==> config.mk <==
export PLATFORM = sky130hd
export DESIGN_NAME = apb_sram_arbiter
export DESIGN_NICKNAME = d
export VERILOG_FILES = /design/src/rtl/apb_sram_arbiter.sv
export SDC_FILE = /design/constraint.sdc
export NUM_CORES = 1
export LEC_CHECK = 0
export CAP_MARGIN = 0
export CORE_MARGIN = 2
export CORE_UTILIZATION = 33
export CTS_CLUSTER_DIAMETER = 150
export DETAILED_ROUTE_END_ITERATION = 12
export PLACE_DENSITY = 0.87
export SLEW_MARGIN = 20
export SYNTH_ARGS = -nofsm -noshare
export SYNTH_HDL_FRONTEND = slang
export SYNTH_SLANG_ARGS = --single-unit
==> constraint.sdc <==
create_clock -name pclk -period 1.8 [get_ports pclk]
set_input_delay 0.18 -clock pclk [delete_from_list [all_inputs] [get_ports pclk]]
set_output_delay 0.18 -clock pclk [all_outputs]
set_load 0.005 [all_outputs]
==> src/rtl/apb_sram_arbiter.sv <==
// apb_sram_arbiter: shares one APB SRAM slave between the instruction-fetch
// master (m0) and the load/store master (m1). One request is granted at a
// time and replayed downstream as a clean SETUP + ACCESS pair.
//
// Handshake: a master raises mX_psel with stable paddr/pdata/pstb/pwrite and
// holds it until it sees mX_pready=1 at a rising edge; that edge ends the
// transfer. mX_perr and mX_prdata are meaningful only while mX_pready=1.
// Downstream, the slave completes an ACCESS cycle by driving s_pready=1.
module apb_sram_arbiter #(
    parameter int ADDR_WIDTH = 32,
    parameter int DATA_WIDTH = 32,
    parameter int TIMEOUT    = 255,
    parameter int FIXED_PRIO = 0
) (
    input  logic                  pclk,
    input  logic                  presetn,
    input  logic [ADDR_WIDTH-1:0] m0_paddr,
    input  logic [DATA_WIDTH-1:0] m0_pdata,
    input  logic [3:0]            m0_pstb,
    input  logic                  m0_psel,
    input  logic                  m0_penable,
    input  logic                  m0_pwrite,
    output logic [DATA_WIDTH-1:0] m0_prdata,
    output logic                  m0_pready,
    output logic                  m0_perr,
    input  logic [ADDR_WIDTH-1:0] m1_paddr,
    input  logic [DATA_WIDTH-1:0] m1_pdata,
    input  logic [3:0]            m1_pstb,
    input  logic                  m1_psel,
    input  logic                  m1_penable,
    input  logic                  m1_pwrite,
    output logic [DATA_WIDTH-1:0] m1_prdata,
    output logic                  m1_pready,
    output logic                  m1_perr,
    output logic [ADDR_WIDTH-1:0] s_paddr,
    output logic [DATA_WIDTH-1:0] s_pdata,
    output logic [3:0]            s_pstb,
    output logic                  s_pwrite,
    output logic                  s_psel,
    output logic                  s_penable,
    input  logic [DATA_WIDTH-1:0] s_prdata,
    input  logic                  s_pready,
    input  logic                  s_perr,
    output logic [1:0]            dbg_state
);

    typedef enum logic [1:0] {
        IDLE   = 2'd0,
        SETUP  = 2'd1,
        ACCESS = 2'd2
    } state_t;

    // Watchdog counts ACCESS cycles already elapsed, so the TIMEOUT-th ACCESS
    // cycle is the one where the count reads TIMEOUT-1.
    localparam int WD_W = (TIMEOUT > 1) ? $clog2(TIMEOUT) : 1;
    localparam logic [WD_W-1:0] WD_LAST = WD_W'((TIMEOUT > 0) ? TIMEOUT - 1 : 0);

    state_t          state;
    logic            grant;       // 0: m0 owns the slave, 1: m1
    logic            last_grant;
    logic [WD_W-1:0] wd;

    logic timeout_hit;
    logic done;
    logic idle_pick;
    logic nxt;
    logic nxt_req;

    // Master-side penable carries no information: the arbiter sequences its own phases.
    logic unused_penable;
    assign unused_penable = m0_penable ^ m1_penable;

    // Completion detection: slave ready, or the watchdog reaching its limit.
    always_comb begin
        timeout_hit = (TIMEOUT != 0) && (state == ACCESS) && (wd == WD_LAST);
        done        = (state == ACCESS) && (s_pready || timeout_hit);
    end

    // Next winner: from IDLE either master may win; on completion only the
    // other master may be taken, the served one's psel still belongs to its finished transfer.
    always_comb begin
        if (m0_psel && m1_psel) begin
            idle_pick = (FIXED_PRIO != 0) ? 1'b0 : ~last_grant;
        end else begin
            idle_pick = m1_psel;
        end
        nxt     = (state == IDLE) ? idle_pick : ~grant;
        nxt_req = (state == IDLE) ? (m0_psel | m1_psel) : (grant ? m0_psel : m1_psel);
    end

    // Arbitration FSM with registered downstream request and phase controls.
    always_ff @(posedge pclk or negedge presetn) begin
        if (!presetn) begin
            state      <= IDLE;
            grant      <= 1'b0;
            last_grant <= 1'b1;
            wd         <= '0;
            s_paddr    <= '0;
            s_pdata    <= '0;
            s_pstb     <= '0;
            s_pwrite   <= 1'b0;
            s_psel     <= 1'b0;
            s_penable  <= 1'b0;
        end else begin
            case (state)
                IDLE: begin
                    if (nxt_req) begin
                        grant      <= nxt;
                        last_grant <= nxt;
                        s_paddr    <= nxt ? m1_paddr  : m0_paddr;
                        s_pdata    <= nxt ? m1_pdata  : m0_pdata;
                        s_pstb     <= nxt ? m1_pstb   : m0_pstb;
                        s_pwrite   <= nxt ? m1_pwrite : m0_pwrite;
                        wd         <= '0;
                        s_psel     <= 1'b1;
                        s_penable  <= 1'b0;
                        state      <= SETUP;
                    end
                end
                SETUP: begin
                    s_penable <= 1'b1;
                    state     <= ACCESS;
                end
                ACCESS: begin
                    if (done) begin
                        if (nxt_req) begin
                            grant      <= nxt;
                            last_grant <= nxt;
                            s_paddr    <= nxt ? m1_paddr  : m0_paddr;
                            s_pdata    <= nxt ? m1_pdata  : m0_pdata;
                            s_pstb     <= nxt ? m1_pstb   : m0_pstb;
                            s_pwrite   <= nxt ? m1_pwrite : m0_pwrite;
                            wd         <= '0;
                            s_penable  <= 1'b0;
                            state      <= SETUP;
                        end else begin
                            s_psel    <= 1'b0;
                            s_penable <= 1'b0;
                            state     <= IDLE;
                        end
                    end else begin
                        wd <= wd + WD_W'(1);
                    end
                end
                default: begin
                    s_psel    <= 1'b0;
                    s_penable <= 1'b0;
                    state     <= IDLE;
                end
            endcase
        end
    end

    // Response steering: only the granted master sees the completion.
    always_comb begin
        m0_pready = done & ~grant;
        m1_pready = done & grant;
        m0_perr   = m0_pready & (s_perr | timeout_hit);
        m1_perr   = m1_pready & (s_perr | timeout_hit);
        m0_prdata = m0_pready ? s_prdata : '0;
        m1_prdata = m1_pready ? s_prdata : '0;
    end

    assign dbg_state = state;

endmodule
-- Word-level counts from Yosys, hierarchy flattened
Cells that the tools add are included.
- add/sub/neg operators: 1
- multipliers: 0
- div/mod/pow operators: 0
- magnitude comparators: 0
- equality and inequality tests: 6
- shift operators: 0
- mux-type cells: 42
- bitwise operators: 9
- reduce and logical (&&, ||, !) cells: 9
- operators with widths (kind ; number):
    $mux 32 ; 8
    $pmux 32 s2 ; 2
    $mux 1 ; 17
    $mux 8 ; 2
    $pmux 8 s2 ; 1
    $mux 4 ; 3
    $add 8x1->8 const B ; 1
    $eq 8x8->1 const B ; 1
    $pmux 4 s2 ; 1
    $ne 2x2->1 const B ; 3
    $pmux 1 s2 ; 3
    $pmux 1 s3 ; 2
    $pmux 2 s3 ; 1
    $and 1x1->1 ; 4
    $mux 2 ; 2
    $reduce_and 2->1 ; 2
    $reduce_and 4->1 ; 1
    $logic_and 1x1->1 ; 3
    $not 1->1 ; 3
    $eq 2x1->1 const B ; 1
    $eq 2x2->1 const B ; 1
    $logic_not 2->1 ; 1
    $or 1x1->1 ; 2
    $reduce_bool 2->1 ; 1
    $logic_or 1x1->1 ; 1
- register bits: 83
- latch bits: 0
- bits in writable memories: 0
- bits in read-only memories: 0
- input port bits: 178
- output and inout bits: 141
- word-level logic and storage cells: 77
- memories: 0

-- Depth between registers and ports, before layout
- depth in word-level cells: 7
- depth in mapped cells: 8
- mapped depth without buffers: 6

-- Least setup slack after synthesis
OpenSTA, ideal clock, no wires.
- path type: reg-to-reg
- from: register, netlist name s_penable
- to: register s_paddr[29]
- library setup time: 0.127 ns
- arrival: 1.800 ns
- data required time: 1.673 ns
- slack: -0.127 ns
- stages on the path, launching flop included: 7
- path buffers: 2
- clock period less this slack: 1.927 ns
- cell sequence: dfrtp_1 > buf_2 > nor2_4 > mux2i_4 > buf_2 > mux2_1 > mux2_1
- RTL lines (element ; RTL line ; text):
    to (signal assigned) ; 110 ; s_paddr <= nxt ? m1_paddr : m0_paddr;
    to (signal assigned) ; 129 ; s_paddr <= nxt ? m1_paddr : m0_paddr;
    to (decl) ; 35 ; output logic [ADDR_WIDTH-1:0] s_paddr,

-- Worst setup path after layout
- from: register wd[0]
- to: output port m1_prdata[24]
- longest elaborated chain between the ends: 6
- ends and longest elaborated chain (element ; RTL line ; text):
    from (decl) ; 61 ; logic [WD_W-1:0] wd;
    from (signal assigned) ; 142 ; wd <= wd + WD_W'(1);
    $eq 8x8->1 ; 75 ; timeout_hit = (TIMEOUT != 0) && (state == ACCESS) && (wd == WD_LAST);
    $logic_and 1x1->1 ; 75 ;
    $logic_or 1x1->1 ; 76 ; done = (state == ACCESS) && (s_pready || timeout_hit);
    $logic_and 1x1->1 ; 76 ;
    $and 1x1->1 ; 157 ; m1_pready = done & grant;
    $mux 32 ; 161 ; m1_prdata = m1_pready ? s_prdata : '0;
    to (decl) ; 32 ; output logic [DATA_WIDTH-1:0] m1_prdata,
Every way passes these cells.

==> out/metrics.cfg <==
[outcome]
status=finished with violations
failed_checks=setup timing

[detailed_routing]
drt_iter0_drc=116
drt-total-wl_mm=18.11
drt-vias-per-instance=4.853
drtAntennaViolNets=0
wl_per_cell_um=19.31
drtPass1Iterations=4
drcViolationCount=0
vias=4552

[finish]
area_growth_pct=100.8
final_cell_count_no_fill=938
drive_gt1_share_pct=46.83
nets=931
fin_util_pct=68.19
fill_cells=943
postLayoutCellArea_mm2=0.009502

[pwr]
ir_drop_v=0.0008569
switchingPower_mw=4.288
power_mw=14.08
p_clk_share_pct=13.4
power_switching_share_pct=30.45
p_per_area_mw_per_mm2=1482
p_comb_share_pct=62.8
pwr-share-seq_pct=23.8
power_leakage_nw=4.230
intPower_mw=9.794

[synthesis]
synth-xor-area-share_pct=0.1851
synthMuxAreaShare_pct=36.01
syn-num-nets=556
synth-simple-area-share_pct=12.11
synth_area_leaders=dfrtp_1 43%, mux2_2 22%, mux2_4 8.9%, and2_1 8.6%, mux2_1 4.3%
synth_top_area_share_pct=42.83
synth.distinct_cells=42
yosysWarnings=0
syn-cell-area_mm2=0.004732
ys_ff_latch=82
synth_top_family_by_area=multiplexers
yosysSeqAreaShare_pct=43.39
syn_inst=376
synth_compound_area_share_pct=3.887
yosys.area.top_type=dfrtp_1
syn_avg_cell_area_um2=12.59
synthAdderAreaFrac_pct=0.5288

[timing]
rsz0062_at_grt=true
timing.final.crit_share_pct=130.4
hold_ws_ns=0.3182
worst_pin_slew_ns=0.4511
drv_slew=0
hold_violations=0
fmax_mhz=426.1
period_minus_slack_ns=2.347
setup_violations=144
max-slew-margin-rel_pct=69.93
setup_slack_ns=-0.5467
finalClockSkew_ns=0.005845

[placed_design]
place.gp.congestion=0.8603
placed_cells=889
port_buffers=316
hpwl_mm=12.94
dpl_cell_area_mm2=0.008386

[global_route]
grt-ovfl-total=0
grt_max_degree=39
grt_usage_pct=22.18
busiest_layer=met2
antenna_found_initial=2
grt_pass1_vias=4823
use_met3_pct=6.410
met1_usage_pct=22.13
grt_pass1_wl_mm=25.41
use_met2_pct=42.17

[cts]
cts.clk_slew.worst_paths_ns=0.07
cts_buffers=9
cts_tree=built
cts_root_buffer=clkbuf_16
clkLatencyLatePin_ns=0.34
clock_path_buffers=2
h-tree-depth=3
cts.sinks=82

[setup_path]
crit_arrival_ns=2.17
required_ns=1.62
reg2reg_slack_ns=-0.40
crit_fanout=6
cp-end-kind=primary output
reg2reg_from=wd[0]
critical_path_class=flop to primary output
r2r_cells=11
startpoint_type=flop
r2r_end=s_paddr[11]

[floorplanning]
die_area_mm2=0.01531
row_count=43
fp.dieW_um=123.7
core_mm2=0.01393
die_y_um=123.7
start_util_pct=33.96
ios=319

[run]
cap_violations=0

[worst_hold_path]
hold_path.class=input port to asynchronous set/reset pin

==> worst max path at each step <==
stage	from	end	slack [ns]	cells after the start
after floorplan	s_penable	s_pdata[29]	-0.08	6
after global placement	m1_psel	s_paddr[24]	-0.37	6
after detailed placement	m1_psel	s_pdata[2]	-0.41	6
after CTS	wd[0]	m1_perr	-0.75	8
after global routing	wd[0]	m1_prdata[24]	-0.67	10
final	wd[0]	m1_prdata[24]	-0.55	10
==> critical path, stage by stage (launching register included) <==
cell,delay (ns)
dfrtp_1,0.38
inv_1,0.06
ha_2,0.17
nand3_2,0.08
o21ba_4,0.26
nor3b_4,0.24
buf_4,0.16
buf_6,0.11
buf_4,0.11
and2_1,0.13
buf_2,0.12
==> registers in the layout, summed over array words and instances, names as in the netlist <==
register    count
s_pdata        32
s_paddr        32
last_grant      1
grant           1
s_penable       1
dbg_state       1
s_pwrite        1
wd              8
s_pstb          4
s_psel          1
==> cell usage in the layout (no fill, tap or decap), drive strengths merged, types with 2 or more instances in the layout <==
cell type,count
dfrtp,81
nor2b,2
nor2,2
ha,2
buf,132
nor3b,2
nor3,4
clkinv,4
mux2,140
and2,65
o21ai,7
nand3,4
nand2b,2
clkbuf,17
clkdlybuf4s50,247
nand2,6
diode,2
a21boi,2
a21o,2
a21oi,9
a311oi,2
inv,7
==> cells in the mapped netlist <==
cell       count
inv_1          5
clkbuf_1       4
o21ai_0        7
buf_4          1
buf_8          3
buf_6          2
nor2_1         1
mux2_4        28
ha_1           2
a311oi_1       2
a21o_1         2
o2bb2ai_1      1
and2_1        65
mux2_2        94
nor2_4         1
buf_2         15
nor3b_2        1
mux2i_4        1
or2_2          1
dfrtp_1       81
nand4_2        1
or4_1          1
nor2b_1        2
nor3b_1        1
o221ai_1       1
a21oi_2        1
o31ai_1        1
and3_1         1
nor3_2         1
nand2b_1       2
a21oi_1        8
a21boi_0       2
or3_1          1
dfstp_2        1
nand3_1        4
xnor2_1        1
o21ba_2        1
mux2_1        18
a21bo_2        1
o21bai_1       1
nor3_1         3
nand2_1        6
==> power by group through the flow <==
stage | Clock, mW | Combinational (mW) | Sequential, mW
finish | 1.89 | 8.84 | 3.35
global route | 2.00 | 9.33 | 3.45
CTS | 1.94 | 7.89 | 3.31
detailed placement | 0 | 7.22 | 3.31
global placement | 0 | 6.99 | 3.28
floorplan | 0 | 3.78 | 3.29
==> kinds of logic after synthesis <==
group                    count (synthesis)
adder cells (fa/ha/maj)                  2
multiplexers                           141
AO/OA/AOI/OAI                           28
AND/OR/NAND/NOR                         92
flip-flops                              82
buffers and inverters                   30
XOR/XNOR                                 1
==> per-stage QoR <==
stage          TNS [ns]  setup WS, ns
2_1_floorplan    -5.419      -0.08457
3_3_place_gp     -45.51       -0.3672
3_5_place_dp     -49.75       -0.4079
4_1_cts          -57.87       -0.7458
5_1_grt          -68.58       -0.6694
6_report         -56.80       -0.5467
==> layout make-up <==
type	count	area [um2]	area share, %
clock buffer	9	225.2	2.370
antenna	2	5.005	0.05267
multi-input combinational	264	2858	30.08
tap	180	225.2	2.370
clock inverter	7	77.57	0.8164
sequential	82	2054	21.62
inverter	5	18.77	0.1975
timing repair buffer	389	4038	42.49
==> what timing repair did <==
action | in CTS | in global routing
gates resized for setup | 100 | 323
endpoints found under the hold margin | 31 | 0
hold buffers | 1 | 0
setup buffers | 5 | 15
pin swaps | 2 | 39
setup endpoints to repair | 140 | 144
cloned | 8 | 5
==> per-layer routing <==
layer  vias to the layer above  wire, um
li1                       2067         -
met5                         -         0
met3                        49      1406
met4                         0       761
met2                       242      9648
met1                      2194      6296
Power figures use the tool's default switching activity.
